## src/rtl/video_timing_sink.sv

```systemverilog
// Grayscale pixel-stream sink that paces a source with a raster timing generator and emits RGB video with DE/HSYNC/VSYNC.
// Define VIDEO_SINK_UNDERFLOW_CNT_EN to build the saturating underflow counter; otherwise underflow_count reads 0.
module video_timing_sink #(
    parameter int IMG_DATA_WIDTH = 8,
    parameter int H_ACTIVE       = 800,
    parameter int H_FP           = 40,
    parameter int H_SYNC         = 128,
    parameter int H_BP           = 88,
    parameter int V_ACTIVE       = 600,
    parameter int V_FP           = 1,
    parameter int V_SYNC         = 4,
    parameter int V_BP           = 23
) (
    input  logic                      pixel_clk,
    input  logic                      rst,
    input  logic [IMG_DATA_WIDTH-1:0] pixel_stream_data,
    input  logic                      pixel_stream_valid,
    output logic                      pixel_stream_ready,
    output logic [23:0]               video_out_pixel,
    output logic                      video_out_de,
    output logic                      video_out_hsync,
    output logic                      video_out_vsync,
    output logic [15:0]               underflow_count
);

    localparam int H_TOTAL = H_ACTIVE + H_FP + H_SYNC + H_BP;
    localparam int V_TOTAL = V_ACTIVE + V_FP + V_SYNC + V_BP;
    localparam int HW      = $clog2(H_TOTAL + 1);
    localparam int VW      = $clog2(V_TOTAL + 1);

    localparam logic [HW-1:0] H_MAX    = HW'(H_TOTAL - 1);
    localparam logic [HW-1:0] H_ACT    = HW'(H_ACTIVE);
    localparam logic [HW-1:0] HS_START = HW'(H_ACTIVE + H_FP);
    localparam logic [HW-1:0] HS_END   = HW'(H_ACTIVE + H_FP + H_SYNC);
    localparam logic [VW-1:0] V_MAX    = VW'(V_TOTAL - 1);
    localparam logic [VW-1:0] V_ACT    = VW'(V_ACTIVE);
    localparam logic [VW-1:0] VS_START = VW'(V_ACTIVE + V_FP);
    localparam logic [VW-1:0] VS_END   = VW'(V_ACTIVE + V_FP + V_SYNC);

    logic [HW-1:0] h_cnt_q, h_cnt_d;
    logic [VW-1:0] v_cnt_q, v_cnt_d;
    logic [23:0]   pixel_q, pixel_d;
    logic          de_q, de_d;
    logic          hsync_q, hsync_d;
    logic          vsync_q, vsync_d;
    logic          active;
    logic          fire;
    logic [7:0]    gray;

    // Reduce the input to one byte: keep the MSBs of wide pixels, left-align narrow ones.
    generate
        if (IMG_DATA_WIDTH >= 8) begin : g_gray_msb
            assign gray = pixel_stream_data[IMG_DATA_WIDTH-1 -: 8];
        end else begin : g_gray_pad
            assign gray = {pixel_stream_data, {(8 - IMG_DATA_WIDTH){1'b0}}};
        end
    endgenerate

    assign active             = (h_cnt_q < H_ACT) && (v_cnt_q < V_ACT);
    assign pixel_stream_ready = active && !rst;
    assign fire               = pixel_stream_valid && pixel_stream_ready;

    always_comb begin
        h_cnt_d = h_cnt_q + 1'b1;
        v_cnt_d = v_cnt_q;
        if (h_cnt_q == H_MAX) begin
            h_cnt_d = '0;
            v_cnt_d = (v_cnt_q == V_MAX) ? '0 : v_cnt_q + 1'b1;
        end
        // An underflowed slot shows black with DE still high; the missing pixel is not deferred.
        pixel_d = fire ? {gray, gray, gray} : 24'h000000;
        de_d    = active;
        hsync_d = (h_cnt_q >= HS_START) && (h_cnt_q < HS_END);
        vsync_d = (v_cnt_q >= VS_START) && (v_cnt_q < VS_END);
    end

    always_ff @(posedge pixel_clk or posedge rst) begin
        if (rst) begin
            h_cnt_q <= '0;
            v_cnt_q <= '0;
            pixel_q <= 24'h000000;
            de_q    <= 1'b0;
            hsync_q <= 1'b0;
            vsync_q <= 1'b0;
        end else begin
            h_cnt_q <= h_cnt_d;
            v_cnt_q <= v_cnt_d;
            pixel_q <= pixel_d;
            de_q    <= de_d;
            hsync_q <= hsync_d;
            vsync_q <= vsync_d;
        end
    end

    assign video_out_pixel = pixel_q;
    assign video_out_de    = de_q;
    assign video_out_hsync = hsync_q;
    assign video_out_vsync = vsync_q;

`ifdef VIDEO_SINK_UNDERFLOW_CNT_EN
    logic [15:0] uf_cnt_q, uf_cnt_d;

    always_comb begin
        uf_cnt_d = uf_cnt_q;
        if (active && !pixel_stream_valid && (uf_cnt_q != 16'hFFFF)) begin
            uf_cnt_d = uf_cnt_q + 16'd1;
        end
    end

    always_ff @(posedge pixel_clk or posedge rst) begin
        if (rst) begin
            uf_cnt_q <= 16'h0000;
        end else begin
            uf_cnt_q <= uf_cnt_d;
        end
    end

    assign underflow_count = uf_cnt_q;
`else
    assign underflow_count = 16'h0000;
`endif

endmodule

```

## config.mk

```make
export PLATFORM = sky130hd
export DESIGN_NAME = video_timing_sink
export DESIGN_NICKNAME = d
export VERILOG_FILES = /design/src/rtl/video_timing_sink.sv
export SDC_FILE = /design/constraint.sdc
export NUM_CORES = 1
export LEC_CHECK = 0
export CAP_MARGIN = 30
export CORE_ASPECT_RATIO = 0.6
export CORE_UTILIZATION = 60
export DETAILED_ROUTE_END_ITERATION = 10
export DONT_BUFFER_PORTS = 1
export GPL_TIMING_DRIVEN = 0
export PLACE_DENSITY = 0.81
export SLEW_MARGIN = 20
export SYNTH_ARGS = -nofsm -noshare
export SYNTH_HDL_FRONTEND = slang
export SYNTH_SLANG_ARGS = --single-unit
```

## constraint.sdc

```tcl
create_clock -name pixel_clk -period 1.8 [get_ports pixel_clk]
set_input_delay 0.36 -clock pixel_clk [delete_from_list [all_inputs] [get_ports pixel_clk]]
set_output_delay 0.36 -clock pixel_clk [all_outputs]
set_load 0.01 [all_outputs]
```

# Word level (Yosys, flattened, before mapping)
# Index checks and enable logic that the tools add are counted.
# op_classes
n_eq_ne	2
reduce_logical	6
muxes	3
add_sub_neg	2
n_lt_le_gt_ge	6
# ops
op	n
24-bit two-way mux	1
11-bit by 10-bit less-than comparator with 1-bit output, second input constant	2
10-bit less-than comparator, second input constant	2
11-bit by 1-bit adder with 11-bit output, second input constant	1
11-bit equality test, second input constant	1
11-bit by 10-bit greater-or-equal comparator with 1-bit output, second input constant	1
11-bit two-way mux	1
10-bit by 1-bit adder with 10-bit output, second input constant	1
10-bit equality test, second input constant	1
10-bit greater-or-equal comparator, second input constant	1
10-bit two-way mux	1
1-bit logical AND	5
1-bit zero test	1
# totals
out_inout_bits	44
reg_bits	48
inputBits	11
elab_cells	25

# Longest topological paths before layout
# Gate-level depths: netlist of the first run.
# logic_depth
depth_word	5
mapped_depth	6
mapped_depth_nobuf	5

# Worst setup path before layout of the first run
# Ideal clock, no wire load.
# synth_timing
path_type	input to output
from	input rst
to	output pixel_stream_ready
path_slack_ns	0.116
t_required_ns	1.440
arrival_time_ns	1.324
n_path_buf	0
cell_stages	2
path_cell_list	inv_1 -> and2_1
# synth_via
elab_chain_cells	2
# synth_rtl
item	line_no	source
from (decl)	15	input logic rst,
1-bit zero test (no line)	n/a	
1-bit logical AND	60	assign pixel_stream_ready = active && !rst;
to (decl)	18	output logic pixel_stream_ready,
# No other way between the ends.

# Worst setup path in the final report of the first run
# layout_timing
from	register v_cnt_q[8]
to	output pixel_stream_ready
# layout_via
elab_chain_cells	3
# layout_rtl
item	line_no	source
from (decl)	41	logic [VW-1:0] v_cnt_q, v_cnt_d;
from (signal assigned)	87	v_cnt_q <= v_cnt_d;
10-bit less-than comparator	59	assign active = (h_cnt_q < H_ACT) && (v_cnt_q < V_ACT);
1-bit logical AND	59	
named net active	46	logic active;
1-bit logical AND	60	
# The timed path passes the listed nets, and every way through them passes these cells.

==> results.cfg, run 1 <==
[cts]
cts-root-buf = clkbuf_8
cts_tree = done
cts.sinks = 32
htreeDepth = 2
hold_buffers = 0
cts_buffer_depth = 2
clk_pin_slew_ns = 0.06
cts_buffers = 5
clk_latency_ns = 0.29

[run_status]
status = finished with violations
failed_checks = setup timing

[die]
dieWidth_um = 72.0
placementRows = 14
io_pins = 55
die_h_um = 44.0
start_util = 0.667
core_um2 = 2650
dieArea_um2 = 3170

[drt]
drt_iter0_drc = 136
num_vias = 1210
wl_um = 3250
antenna_left = 0
wl_per_cell_um = 13.4
drc = 0
vias_per_cell = 4.98
firstDrtPassIters = 4

[yosys]
syn_inst = 175
yosys.area_share.adder = 0.0355
ys_seq_area_frac = 0.454
synthTopCellsByArea = dfrtp_1, buf_4, xor2_1, and2_1, ha_1
synth-simple-area-share = 0.226
synth.area.mux_share = 0.0170
synth-seq-cells = 32
synth_top_area_frac = 0.454
yosysTopAreaCell = dfrtp_1
synth-xor-area-share = 0.0546
yosys_warnings = 0
syn_area_um2 = 1760
synth_top_family_by_area = simple AND/OR/NAND/NOR gates
synth_compound_area_frac = 0.0454
avgSynthCellArea_um2 = 10.1
synth_cell_types = 32

[critical_path]
cpPeakStageDelay_ns = 0.41
cp_max_fo = 3
cp-end-kind = output pin
r2r_slack_ns = 0.11
cp.required_ns = 1.44
rr_worst_depth = 5
crit_chain = and4bb_2 > o21ai_2 > and3_1 > and2_4
start_kind = register
r2r_start = h_cnt_q[0]$_DFF_PP0_
rr_endpoint = v_cnt_q[5]$_DFFE_PP0N_
crit_arrival_ns = 1.45
critPathKind = register to output pin
crit_path_top_delay_cell = dfrtp_1

[cells_and_area]
n_antenna_cell = 0
layout_common_cells = buf_4, dfrtp_1, conb_1
drive_gt1_frac = 0.300
layout_commonest_cell = buf_4
synthToLayoutAreaGrowth_pct = 14.6
nets = 218

[grt]
overflow = 0
antenna_found_initial = 0
grt_max_degree = 34
grt_pass1_wl_um = 5270
track_usage = 0.231
grt_pass1_vias = 1167

[sta]
tightest_slew_ns = 0.662
fmax_ghz = 0.552
tns_ns = -0.0107
hold_viol_final = 0
finalClockSkew_ns = 0.00605
slew_viol_final = 0
finalSetupViolCount = 1
setup_slack_ns = -0.0107
fin_crit_sh = 1.01
post-route-min-period_ns = 1.81
slew_headroom = 0.558
rsz0062_at_grt = yes

[placed_design]
hpwl_um = 2270
place_congestion = 0.848
dp_slack_ns = 0.0553
io_buffers = 0

[min_path]
hold_class = input pin to asynchronous set/reset pin

[power_and_ir_drop]
ir_drop_mv = 0.463
powerDensity_nw_per_um2 = 689
p_leak_nw = 1.01

[flow_run]
max-cap-violations = 0
## sequential cells by signal, indices dropped and copies added, names as in the netlist
register,cells
v_cnt_q,10
h_cnt_q,11
video_out_de,1
video_out_vsync,1
video_out_pixel,8
video_out_hsync,1
## metal layers
layer  share of wire  global-route usage  wire, um  vias up
met1            0.43               0.281      1390      583
met5               0                   0         0        -
met2            0.50               0.377      1640       35
met3           0.052              0.0744       170        5
met4           0.014               0.118        44        0
li1                -                   -         -      587
## final cells by class
type                       count  area, um2
fill                         188        624
timing repair buffer           6       45.0
clock buffer                   8       90.1
buffer                        34        253
tap                           40       50.0
multi-input combinational    114        743
sequential                    32        806
inverter                       9       33.8
## worst max-delay path by stage
stage,from,endpoint,slack (ns),cells past startpoint
2_1_floorplan,rst,pixel_stream_ready,0.12,2
3_3_place_gp,rst,pixel_stream_ready,-0.12,2
3_5_place_dp,h_cnt_q[0]$_DFF_PP0_,v_cnt_q[6]$_DFFE_PP0N_,0.06,5
4_1_cts,v_cnt_q[8]$_DFFE_PP0N_,pixel_stream_ready,0.005,4
5_1_grt,v_cnt_q[8]$_DFFE_PP0N_,pixel_stream_ready,-0.04,4
6_report,v_cnt_q[8]$_DFFE_PP0N_,pixel_stream_ready,-0.01,4
## stage by stage
stage               power, mW   util  instance area [um2]  hold WS (ns)  std cells
floorplan               0.834      -                 1820         0.471        190
global placement        0.841  0.707                 1870         0.490        230
detailed placement      0.843  0.707                 1870         0.374        230
CTS                      1.40  0.754                 1990        0.0677        241
global route             1.44  0.764                 2020         0.109        243
finish                   1.39  0.764                 2020        0.0468        243
## cell usage after synthesis
| cell | n |
|---|---|
| nor2_1 | 7 |
| and3_1 | 4 |
| or4b_1 | 1 |
| nand2b_1 | 1 |
| nor3_1 | 4 |
| and2_1 | 11 |
| o21ai_1 | 3 |
| dfrtp_1 | 32 |
| inv_1 | 9 |
| and4_1 | 2 |
| conb_1 | 1 |
| buf_4 | 33 |
| o21ai_0 | 5 |
| or2_0 | 1 |
| nand3_1 | 11 |
| a21oi_1 | 5 |
| mux2i_1 | 3 |
| o31ai_1 | 1 |
| nor3b_4 | 1 |
| o21a_1 | 1 |
| ha_1 | 5 |
| nand3_4 | 1 |
| buf_2 | 2 |
| nand4_1 | 3 |
| xor2_1 | 9 |
| nand2_1 | 8 |
| and4_4 | 1 |
| nor3_4 | 1 |
| or3_1 | 5 |
| nor2b_1 | 1 |
| and4bb_2 | 1 |
| xnor2_1 | 2 |
## power breakdown
group	total [mW]	internal, mW	switching [mW]
Combinational	0.0949	0.0449	0.0501
Clock	0.562	0.311	0.250
Sequential	0.736	0.726	0.00947
## timing repair
item | 4_1_cts | 5_1_grt
resized for setup | 5 | 6
endpoints found under the setup margin | 1 | 3
setup buffers | 4 | 2
pin swaps | 3 | 1
## cells by family after synthesis
logic type / Yosys count
adder cells (fa/ha/maj): 5
AND/OR/NAND/NOR: 64
XOR/XNOR: 11
other: 1
AO/OA/AOI/OAI: 15
multiplexers: 3
flip-flops: 32
buffers and inverters: 44
## critical path, delay by kind of cell (launching register included)
family	cells	cell delay (ns)
DFF	1	0.41
and+or+nand+nor	3	0.69
AOI/OAI and AO/OA	1	0.07
Note: power is estimated with default switching activity, not from simulation.
==> inputs of run 2 (changes only) <==
Settings changed: CORE_UTILIZATION 60 to 47, CTS_CLUSTER_DIAMETER set to 80, PLACE_DENSITY 0.81 to 0.67.
Clock period 1.8 ns to 1.95 ns, I/O delays scaled along.
==> run 2 against run 1 <==
Compared with the run above:
- the flow now finishes without violations
- worst hold slack improved by 0.030 ns
- power increased by 5.2%
- register-to-register slack improved by 0.06 ns
- non-clock buffer count decreased by 4
- die area increased by 27%
- critical path depth unchanged
- wire length decreased by 5.2%
- worst setup slack improved by 0.070 ns
- critical path type unchanged
- highest routed layer unchanged
==> results.cfg, run 2 (synthesized netlist as in run 1, its figures left out) <==
[critical_path]
critPathKind = register to output pin
cp-startpoint = v_cnt_q[7]$_DFFE_PP0N_
crit_path_top_delay_cell = dfrtp_1
start_kind = register
rr_endpoint = v_cnt_q[9]$_DFFE_PP0N_
r2r_start = h_cnt_q[0]$_DFF_PP0_
r2r_slack_ns = 0.17
cp-end-kind = output pin
cp_top_family = simple AND/OR/NAND/NOR gates
cp_max_fo = 5
crit_chain = and4bb_2 > o21ai_2 > and3_4 > and2_4
cp.required_ns = 1.56
cpPeakStageDelay_ns = 0.43
crit_arrival_ns = 1.50
rr_worst_depth = 5
path_buf_inv = 0

[placed_design]
dp_slack_ns = 0.213
place_congestion = 0.787
io_buffers = 0
hpwl_um = 2220
dpl_cell_area_um2 = 1880

[cells_and_area]
drive_gt1_frac = 0.271
nets = 214
n_antenna_cell = 0
postLayoutCoreUtil = 0.591
largest_register_ff_count = 11
synthToLayoutAreaGrowth_pct = 14.8
final_area_um2 = 2020
largest-register = h_cnt_q
layout_commonest_cell = buf_4
layout_common_cells = buf_4, dfrtp_1, conb_1

[cts]
hold_buffers = 0
cts-root-buf = clkbuf_8
cts_tree = done
cts_buffers = 5
clk_pin_slew_ns = 0.07
cts_buffer_depth = 2
clk_latency_ns = 0.29
htreeDepth = 2
cts.sinks = 32

[grt]
track_usage = 0.166
grt_max_degree = 34
grt_pass1_wl_um = 4760
grt_pass1_vias = 1018
overflow = 0
antenna_found_initial = 0

[sta]
slew_headroom = 0.547
slew_viol_final = 0
finalClockSkew_ns = 0.00898
rsz0062_at_grt = no
tns_ns = 0
fmax_ghz = 0.529
fin_crit_sh = 0.970
setup_slack_ns = 0.0588
finalSetupViolCount = 0
tightest_slew_ns = 0.678
hold_viol_final = 0
post-route-min-period_ns = 1.89

[power_and_ir_drop]
power_frac_comb = 0.060
finalPower_mw = 1.46
pwr-share-seq = 0.463
power.share.clock = 0.477
p_leak_nw = 1.02
powerDensity_nw_per_um2 = 724
p_sw_frac = 0.206
p_sw_uw = 302
p_int_mw = 1.16
ir_drop_mv = 0.514

[die]
placementRows = 16
dieArea_um2 = 4010
die_h_um = 49.4
core_um2 = 3420
io_pins = 55
dieWidth_um = 81.1
start_util = 0.515

[drt]
firstDrtPassIters = 4
drt_iter0_drc = 46
drc = 0
num_vias = 1188
wl_per_cell_um = 12.6
vias_per_cell = 4.87
antenna_left = 0
wl_um = 3080

[min_path]
hold_class = input pin to asynchronous set/reset pin

[run_status]
status = complete, no violations

[flow_run]
max-cap-violations = 0
==> run 2: final cells by class <==
cell class	count	area (um2)
Clock buffer	7	96.3
Timing Repair Buffer	1	7.51
Buffer	35	258
Sequential cell	32	801
Fill cell	278	1400
Clock inverter	1	30.0
Inverter	9	33.8
Multi-Input combinational cell	114	741
Tap cell	45	56.3
==> run 2: worst register-to-register path, delay by kind of cell (launching register included) <==
family	cells	cell delay, ns
DFF	1	0.42
AOI/OAI and AO/OA	1	0.09
adders and majority gates	1	0.27
and+or+nand+nor	3	0.94
==> run 2: stage by stage <==
stage,hold WS (ns),std cells
final,0.0766,244
after global routing,0.133,244
after CTS,0.100,244
after detailed placement,0.424,235
after global placement,0.502,235
after floorplan,0.471,190
==> run 2: worst max-delay path by stage <==
stage | endpoint | slack, ns | depth (start not counted)
after floorplan | pixel_stream_ready | 0.21 | 2
after global placement | pixel_stream_ready | -0.02 | 2
after detailed placement | v_cnt_q[9]$_DFFE_PP0N_ | 0.21 | 5
after CTS | pixel_stream_ready | 0.04 | 4
after global routing | pixel_stream_ready | 0.01 | 4
final | pixel_stream_ready | 0.06 | 4
==> run 2: repair_timing <==
action | in CTS | in global routing
resized for setup | 1 | 4
buffers inserted | 1 | 0
cloned | 0 | 0
setup endpoints to repair | 1 | 1
pin swaps | 1 | 1
hold endpoints to repair | 0 | 0
==> run 2: layer usage <==
metal	GRT usage	vias to the layer above	wire [um]
met3	0.0636	5	178
met4	0.0804	0	39
met1	0.212	563	1420
met2	0.245	38	1440
li1	-	582	-
met5	0	-	0
==> run 2: power by group through the flow <==
stage          logic (mW)  registers (mW)  clock network, mW
4_1_cts            0.0866           0.679              0.719
3_3_place_gp       0.0854           0.691                  0
3_5_place_dp       0.0868           0.691                  0
6_report           0.0874           0.679              0.698
5_1_grt            0.0969           0.679              0.741
2_1_floorplan      0.0797           0.690                  0
==> inputs of run 3 (changes only) <==
Settings changed: CORE_MARGIN set to 4.
==> run 3 against run 2 <==
Compared with the run above:
- clock skew down 0.0030 ns
- final cell count increased by 0.41%
- maximum frequency hardly changed
- first-iteration DRC count is 37% higher
- largest power group is now sequential cells
==> results.cfg, run 3 (synthesized netlist as in run 1, its figures left out) <==
[grt]
grt_max_degree = 34
grt_pass1_wl_um = 5280
track_usage = 0.139
antenna_found_initial = 0
overflow = 0
grt_pass1_vias = 1126

[sta]
fin_crit_sh = 0.970
slew_viol_final = 0
finalClockSkew_ns = 0.00594
setup_slack_ns = 0.0575
finalSetupViolCount = 0
slew_headroom = 0.561
tns_ns = 0
hold_viol_final = 0
tightest_slew_ns = 0.657
post-route-min-period_ns = 1.89
fmax_ghz = 0.528

[placed_design]
hpwl_um = 2460
io_buffers = 0
dp_slack_ns = 0.177
place_congestion = 0.802

[critical_path]
cp_max_fo = 5
start_kind = register
crit_path_top_delay_cell = dfrtp_1
r2r_start = h_cnt_q[0]$_DFF_PP0_
critPathKind = register to output pin
cp-startpoint = v_cnt_q[7]$_DFFE_PP0N_
r2r_slack_ns = 0.13
crit_chain = and4bb_2 > o21ai_2 > and3_1 > and2_1
cpPeakStageDelay_ns = 0.43
cp-end-kind = output pin
cp.required_ns = 1.56
crit_arrival_ns = 1.50

[cts]
clk_latency_ns = 0.28
cts_buffer_depth = 2
cts.sinks = 32
cts_buffers = 5
clk_pin_slew_ns = 0.07
cts_tree = done
htreeDepth = 2
hold_buffers = 0
cts-root-buf = clkbuf_8

[drt]
firstDrtPassIters = 4
drc = 0
wl_per_cell_um = 13.3
wl_um = 3270
drt_iter0_drc = 63
antenna_left = 0
vias_per_cell = 4.76
num_vias = 1167

[die]
dieWidth_um = 87.1
placementRows = 16
start_util = 0.515
io_pins = 55
die_h_um = 55.4
dieArea_um2 = 4830
core_um2 = 3420

[cells_and_area]
synthToLayoutAreaGrowth_pct = 13.6
postLayoutCoreUtil = 0.585
n_antenna_cell = 0
nets = 215
layout_commonest_cell = buf_4
drive_gt1_frac = 0.260
largest_register_ff_count = 11
fillers = 297
largest-register = h_cnt_q
layout_common_cells = buf_4, dfrtp_1, conb_1

[power_and_ir_drop]
ir_drop_mv = 0.494
powerDensity_nw_per_um2 = 688
p_leak_nw = 1.00
finalPower_mw = 1.38

[flow_run]
max-cap-violations = 0

[min_path]
hold_class = input pin to asynchronous set/reset pin

[run_status]
status = complete, no violations
==> run 3: metrics by stage <==
| stage | std cells | hold WS [ns] | area, um2 |
|---|---|---|---|
| floorplan | 190 | 0.471 | 1820 |
| global placement | 235 | 0.507 | 1880 |
| detailed placement | 235 | 0.420 | 1880 |
| CTS | 245 | 0.116 | 2000 |
| global route | 245 | 0.141 | 2000 |
| finish | 245 | 0.0859 | 2000 |
==> run 3: final cells by class <==
class                   instances  area [um2]  area share
plain buffers                  35         258       0.129
well taps                      45        56.3      0.0281
repair buffers                  2        15.0     0.00750
clock inverters                 2        35.0      0.0175
flip-flops and latches         32         802       0.400
multi-input cells             114         731       0.365
inverters                       9        33.8      0.0169
clock buffers                   6        72.6      0.0362
==> run 3: repair_timing <==
action                     CTS  global route
pin swaps                    2             0
gates resized for setup      0             4
setup endpoints to repair    1             1
buffers inserted             2             0
hold endpoints to repair     0             0
==> run 3: worst max-delay path, delay by kind of cell, from the launching register on <==
family | cells | cell delay, ns
compound gates | 1 | 0.07
simple gates | 3 | 0.73
flops | 1 | 0.43
==> run 3: where the power goes <==
part	leakage [nW]	total (mW)	switching, mW	internal (mW)
Clock	0.0552	0.613	0.234	0.379
Combinational	0.528	0.0868	0.0462	0.0406
Sequential	0.422	0.679	0.00863	0.670
Total	1.00	1.38	0.289	1.09
==> run 3: metal layers <==
layer,share of wire,GRT usage,vias up
met5,0,0,-
met4,0.0037,0.0200,0
met3,0.079,0.0579,3
met2,0.48,0.227,34
met1,0.43,0.175,553
li1,-,-,577
==> run 3: worst paths after layout <==
kind | endpoint | cells past startpoint
max | pixel_stream_ready | 4
min | v_cnt_q[5]$_DFFE_PP0N_ | 1
max reg2reg | v_cnt_q[9]$_DFFE_PP0N_ | 5
min reg2reg | h_cnt_q[0]$_DFF_PP0_ | 1
max in group asynchronous | h_cnt_q[7]$_DFF_PP0_ | 1
min in group pixel_clk | video_out_pixel[18]$_DFF_PP0_ | 1
